`src/rtl/pwm_ramp_ctrl_if.sv`:
```
// rtl/pwm_ramp_ctrl_if.sv - duty write handshake between a register master and pwm_ramp_ctrl
interface pwm_ramp_ctrl_if #(
    parameter int DW = 7
);
    logic          wr_valid;
    logic          wr_ready;
    logic [1:0]    wr_ch;
    logic [DW-1:0] wr_duty;

    modport master (output wr_valid, output wr_ch, output wr_duty, input wr_ready);
    modport slave  (input wr_valid, input wr_ch, input wr_duty, output wr_ready);
endinterface

```
`src/rtl/pwm_ramp_ctrl.sv`:
```
// rtl/pwm_ramp_ctrl.sv - three-channel PWM duty ramp controller; define PWM_RAMP_EN for stepped ramping, else direct load
module pwm_ramp_ctrl #(
    parameter int DW   = 7,
    parameter int DMAX = 100,
    parameter int STEP = 1
) (
    input  logic           clk,
    input  logic           rst_n,
    input  logic           ena,
    input  logic           period_tick,
    pwm_ramp_ctrl_if.slave wr,
    output logic [DW-1:0]  duty0,
    output logic [DW-1:0]  duty1,
    output logic [DW-1:0]  duty2,
    output logic           busy,
    output logic           err
);

    localparam int unsigned FULL_RANGE = 1 << (DW + 1);
`ifdef PWM_RAMP_EN
    localparam int unsigned STEP_EFF = STEP;
`else
    // Without ramping every step spans the whole duty range, so APPLY lands on target at once.
    localparam int unsigned STEP_EFF = (STEP > FULL_RANGE) ? STEP : FULL_RANGE;
`endif
    localparam logic [DW:0] W_STEP = (DW + 1)'(STEP_EFF);
    localparam logic [DW:0] W_DMAX = (DW + 1)'(DMAX);

    typedef enum logic [1:0] {IDLE, ARMED, APPLY} state_t;

    state_t        r_state;
    logic [DW-1:0] r_target [3];
    logic [DW-1:0] r_duty   [3];
    logic          r_err;

    logic          w_xfer;
    logic          w_legal;
    logic [DW-1:0] w_wr_clamped;
    logic [DW-1:0] w_duty_nxt [3];
    logic          w_settled;

    // Move one channel toward its target; all math is DW+1 wide so nothing wraps.
    function automatic logic [DW-1:0] f_step(input logic [DW-1:0] cur, input logic [DW-1:0] tgt);
        logic [DW:0] c;
        logic [DW:0] t;
        logic [DW:0] d;
        c = {1'b0, cur};
        t = {1'b0, tgt};
        if (t >= c) begin
            d = t - c;
            if (32'(d) >= STEP_EFF) return DW'(c + W_STEP);
            return tgt;
        end
        d = c - t;
        if (32'(d) >= STEP_EFF) return DW'(c - W_STEP);
        return tgt;
    endfunction

    assign wr.wr_ready   = rst_n & ena & (r_state != APPLY);
    assign w_xfer        = wr.wr_valid & wr.wr_ready;
    assign w_legal       = w_xfer & (wr.wr_ch != 2'd3);
    assign w_wr_clamped  = ({1'b0, wr.wr_duty} > W_DMAX) ? W_DMAX[DW-1:0] : wr.wr_duty;

    // Next duty per channel and whether the APPLY result reaches every target.
    always_comb begin
        w_settled = 1'b1;
        for (int i = 0; i < 3; i++) begin
            w_duty_nxt[i] = f_step(r_duty[i], r_target[i]);
            if (w_duty_nxt[i] != r_target[i]) w_settled = 1'b0;
        end
    end

    // Control FSM: capture writes, wait for a period tick, apply one ramp step.
    always_ff @(posedge clk or negedge rst_n) begin
        if (!rst_n) begin
            r_state <= IDLE;
            r_err   <= 1'b0;
            for (int i = 0; i < 3; i++) begin
                r_target[i] <= '0;
                r_duty[i]   <= '0;
            end
        end else if (ena) begin
            r_err <= w_xfer & (wr.wr_ch == 2'd3);
            for (int i = 0; i < 3; i++) begin
                if (w_legal && (wr.wr_ch == 2'(i))) r_target[i] <= w_wr_clamped;
            end
            case (r_state)
                IDLE: begin
                    if (w_legal) r_state <= ARMED;
                end
                ARMED: begin
                    if (period_tick) r_state <= APPLY;
                end
                APPLY: begin
                    for (int i = 0; i < 3; i++) r_duty[i] <= w_duty_nxt[i];
                    r_state <= w_settled ? IDLE : ARMED;
                end
                default: r_state <= IDLE;
            endcase
        end else begin
            r_err <= 1'b0;
        end
    end

    assign duty0 = r_duty[0];
    assign duty1 = r_duty[1];
    assign duty2 = r_duty[2];
    assign busy  = (r_state != IDLE);
    assign err   = r_err;

endmodule

```
`src/flat_wrapper.sv`:
```
// flat-port wrapper written by rule: the top's interface ports become plain ports
module pwm_ramp_ctrl_flat 
#(
    parameter int DW   = 7,
    parameter int DMAX = 100,
    parameter int STEP = 1
)
  (clk, rst_n, ena, period_tick, duty0, duty1, duty2, busy, err, wr_wr_valid, wr_wr_ch, wr_wr_duty, wr_wr_ready);
  pwm_ramp_ctrl_if #(.DW(DW)) wr_i ();
  input  logic clk;
  input  logic rst_n;
  input  logic ena;
  input  logic period_tick;
  output logic [DW-1:0] duty0;
  output logic [DW-1:0] duty1;
  output logic [DW-1:0] duty2;
  output logic busy;
  output logic err;
  input wire logic [$bits(wr_i.wr_valid)-1:0] wr_wr_valid;
  input wire logic [$bits(wr_i.wr_ch)-1:0] wr_wr_ch;
  input wire logic [$bits(wr_i.wr_duty)-1:0] wr_wr_duty;
  output wire logic [$bits(wr_i.wr_ready)-1:0] wr_wr_ready;
  assign wr_i.wr_valid = wr_wr_valid;
  assign wr_i.wr_ch = wr_wr_ch;
  assign wr_i.wr_duty = wr_wr_duty;
  assign wr_wr_ready = wr_i.wr_ready;
  pwm_ramp_ctrl #(.DW(DW), .DMAX(DMAX), .STEP(STEP)) u_core (.clk(clk), .rst_n(rst_n), .ena(ena), .period_tick(period_tick), .wr(wr_i), .duty0(duty0), .duty1(duty1), .duty2(duty2), .busy(busy), .err(err));
endmodule
```
`config.mk`:
```
export PLATFORM = sky130hd
export DESIGN_NAME = pwm_ramp_ctrl_flat
export DESIGN_NICKNAME = d
export VERILOG_FILES = /design/src/rtl/pwm_ramp_ctrl_if.sv /design/src/rtl/pwm_ramp_ctrl.sv /design/src/flat_wrapper.sv
export SDC_FILE = /design/constraint.sdc
export NUM_CORES = 1
export LEC_CHECK = 0
export ABC_AREA = 0
export BUFFER_PORTS_ARGS = -buffer_cell sky130_fd_sc_hd__buf_2
export CAP_MARGIN = 20
export CELL_PAD_IN_SITES_DETAIL_PLACEMENT = 1
export CELL_PAD_IN_SITES_GLOBAL_PLACEMENT = 1
export CORE_MARGIN = 2
export CORE_UTILIZATION = 47
export DETAILED_ROUTE_END_ITERATION = 7
export GPL_TIMING_DRIVEN = 0
export PLACE_DENSITY_LB_ADDON = 0.1
export RECOVER_POWER = 50
export SETUP_SLACK_MARGIN = 0.05
export SYNTH_ARGS = -nofsm -noshare
export SYNTH_HDL_FRONTEND = slang
export SYNTH_SLANG_ARGS = --single-unit
export TNS_END_PERCENT = 10
```
`constraint.sdc`:
```
create_clock -name clk -period 3.2 [get_ports clk]
set_input_delay 0.16 -clock clk [delete_from_list [all_inputs] [get_ports clk]]
set_output_delay 0.16 -clock clk [all_outputs]
set_load 0.01 [all_outputs]
```
==> impl_metrics.json <==
{
  "overflow": 0,
  "hold_buffers": 0,
  "port_buffers": 37,
  "clockBufferDepth": 2,
  "antennaDiodeCount": 0,
  "drcViolationCount": 0,
  "timing.rr.start": "u_core.r_state[1]",
  "crit_path_max_fanout": 46,
  "cp_num_buf_inv": 1,
  "final_cell_area_mm2": 0.00217,
  "syn_avg_cell_area_um2": 15.6,
  "vdd_drop_max_mv": 0.366,
  "hold_viol": 0,
  "postRouteAntennaNets": 0,
  "drive_gt1_share_pct": 50.6,
  "synth_nets": 131,
  "min_period_ps": 2090,
  "gp_congestion": 0.706,
  "rows": 22,
  "vias_per_cell": 5.20,
  "numCtsBuffers": 5,
  "path_class": "in2reg",
  "max_stage_delay_ps": 740,
  "clockRootBuffer": "clkbuf_8",
  "start_kind": "primary input",
  "end_kind": "flop",
  "h-tree-depth": 2,
  "drtPass1Iterations": 4,
  "crit_required_ps": 3380,
  "path_clk_slew_ps": 80,
  "cts_tree": "built",
  "grt_max_degree": 47,
  "cts_setup_buffers": 0,
  "synth_cell_types": 23,
  "slowest_stage": "buf_2",
  "ys_ff_latch": 45,
  "drt-wirelength-per-cell_um": 15.8,
  "syn-cell-area_mm2": 0.00183,
  "routed_wl_mm": 3.32,
  "clk_latency_ps": 300,
  "area_delta_synth_final_pct": 19.1,
  "grt_pass1_wl_mm": 5.80,
  "p_leak_nw": 1.05,
  "first_global_vias": 1203,
  "rsz0062_at_grt": "no",
  "die_x_um": 66.3,
  "max_slew_margin_pct": 34.0,
  "cts-resized-gates": 0,
  "fp.coreArea_mm2": 0.00369,
  "antenna_found_initial": 0,
  "placed_cell_area_mm2": 0.00207,
  "setup_viol": 0,
  "synth_warnings": 0,
  "cp-startpoint": "rst_n",
  "drt_iter0_markers": 24,
  "drv_cap": 0,
  "critical_path_arrival_ps": 2270,
  "fin_nets": 175,
  "dieArea_mm2": 0.00440,
  "cpLargestDelayFamily": "simple AND/OR/NAND/NOR gates",
  "die_h_um": 66.3,
  "setup_tns_ps": 0,
  "num_vias": 1093,
  "clkSinkCount": 45,
  "slew_viol_final": 0,
  "finalCritPeriodShare_pct": 65.2,
  "yosysSeqAreaShare_pct": 61.7,
  "worst_slew_pin_slew_ps": 990,
  "initial_utilization_pct": 49.5,
  "finalClockSkew_ps": 7.54,
  "outcome": "completed",
  "hold_path.class": "in2async",
  "pin_count": 38,
  "grtUsageTotal_pct": 18.4,
  "fmax_mhz": 479,
  "crit_chain": "buf_2 -> nand2_2 -> nor4_4 -> mux2_2",
  "syn_inst": 117,
  "powerDensity_mw_per_mm2": 726,
  "dp_hpwl_mm": 2.41
}
routing by layer:
layer,vias to the layer above,track usage [%],wire [µm]
li1,502,-,-
met1,558,22.7,1400
met2,26,30.5,1720
met3,7,4.94,146
met4,0,7.65,61
met5,-,0,0
final timing paths:
kind	slack, ps	endpoint	cells past startpoint
setup / recovery	1110	u_core.r_target[5]	4
hold / removal	30	u_core.duty2[4]	1
setup reg to reg	1390	u_core.r_target[5]	4
hold reg to reg	490	u_core.r_target[3]	1
max in group asynchronous	2570	u_core.duty1[0]	1
min in group clk	150	u_core.err	3
logic make-up after synthesis:
logic type      count (synthesis)  synth area share [%]
mux                            42                  25.9
buf+inv                         4                  1.37
flops                          45                  61.7
compound gates                  5                  1.99
simple gates                   21                  9.05
cells in the final DEF (no fill, tap or decap):
master,netlist,final
and2_1,4,4
o21ai_0,2,2
nor2_1,2,2
inv_1,1,1
o21bai_1,1,1
nand2b_1,1,1
nor2b_1,1,1
buf_6,1,1
nor4b_1,1,1
mux2_1,1,1
nand2_1,4,4
bufinv_16,0,1
mux2_2,41,41
or2_2,1,1
buf_2,2,28
a32o_1,1,1
nor3_4,1,1
nand4_1,1,1
clkbuf_1,0,12
nand4b_1,1,1
o311ai_0,1,1
and4b_1,1,1
nand2_2,1,1
clkbuf_8,0,6
dfrtp_1,45,45
nor4_4,2,2
layout make-up:
cell class	instances	area, µm²
buffer	3	21.3
clock buffer	7	86.3
clock inverter	1	30.0
fill	379	1520
inverter	1	3.75
multi-input combinational	68	674
sequential	45	1130
tap	48	60.1
timing repair buffer	37	171
where the power goes:
part           leakage, nW  total, mW  internal [mW]  switching (mW)
clock               0.0585      0.436          0.254           0.182
sequential           0.586      0.801          0.724          0.0761
combinational        0.402      0.342          0.183           0.158
registers in the layout, indices dropped and copies added, names as in the netlist:
| register | count |
|---|---|
| u_core.duty1 | 7 |
| u_core.duty2 | 7 |
| u_core.r_target | 21 |
| u_core.r_state | 2 |
| u_core.duty0 | 7 |
| u_core.err | 1 |
synthesized netlist by cell type, drive strengths merged:
cell | n | area [µm²]
or2 | 1 | 6.26
nor4 | 2 | 42.5
nor3 | 1 | 16.3
and2 | 4 | 25.0
nor4b | 1 | 8.76
mux2 | 42 | 473
a32o | 1 | 10.0
buf | 3 | 21.3
nand4b | 1 | 8.76
o21ai | 2 | 10.0
o21bai | 1 | 7.51
nor2b | 1 | 6.26
dfrtp | 45 | 1130
o311ai | 1 | 8.76
nand4 | 1 | 6.26
nand2 | 5 | 21.3
inv | 1 | 3.75
nor2 | 2 | 7.51
and4b | 1 | 10.0
nand2b | 1 | 6.26
per-stage QoR:
step           util [%]  hold slack [ps]  setup slack, ps  std cells  power (mW)
2_1_floorplan         -             -136             1650        117        1.01
3_3_place_gp       56.1              363              783        202        1.15
3_5_place_dp       56.1              384              701        202        1.17
4_1_cts            59.3             56.4             1010        210        1.61
5_1_grt            58.9             91.5              854        210        1.67
6_report           58.9             29.8             1110        210        1.58
Power figures use the tool's default switching activity.
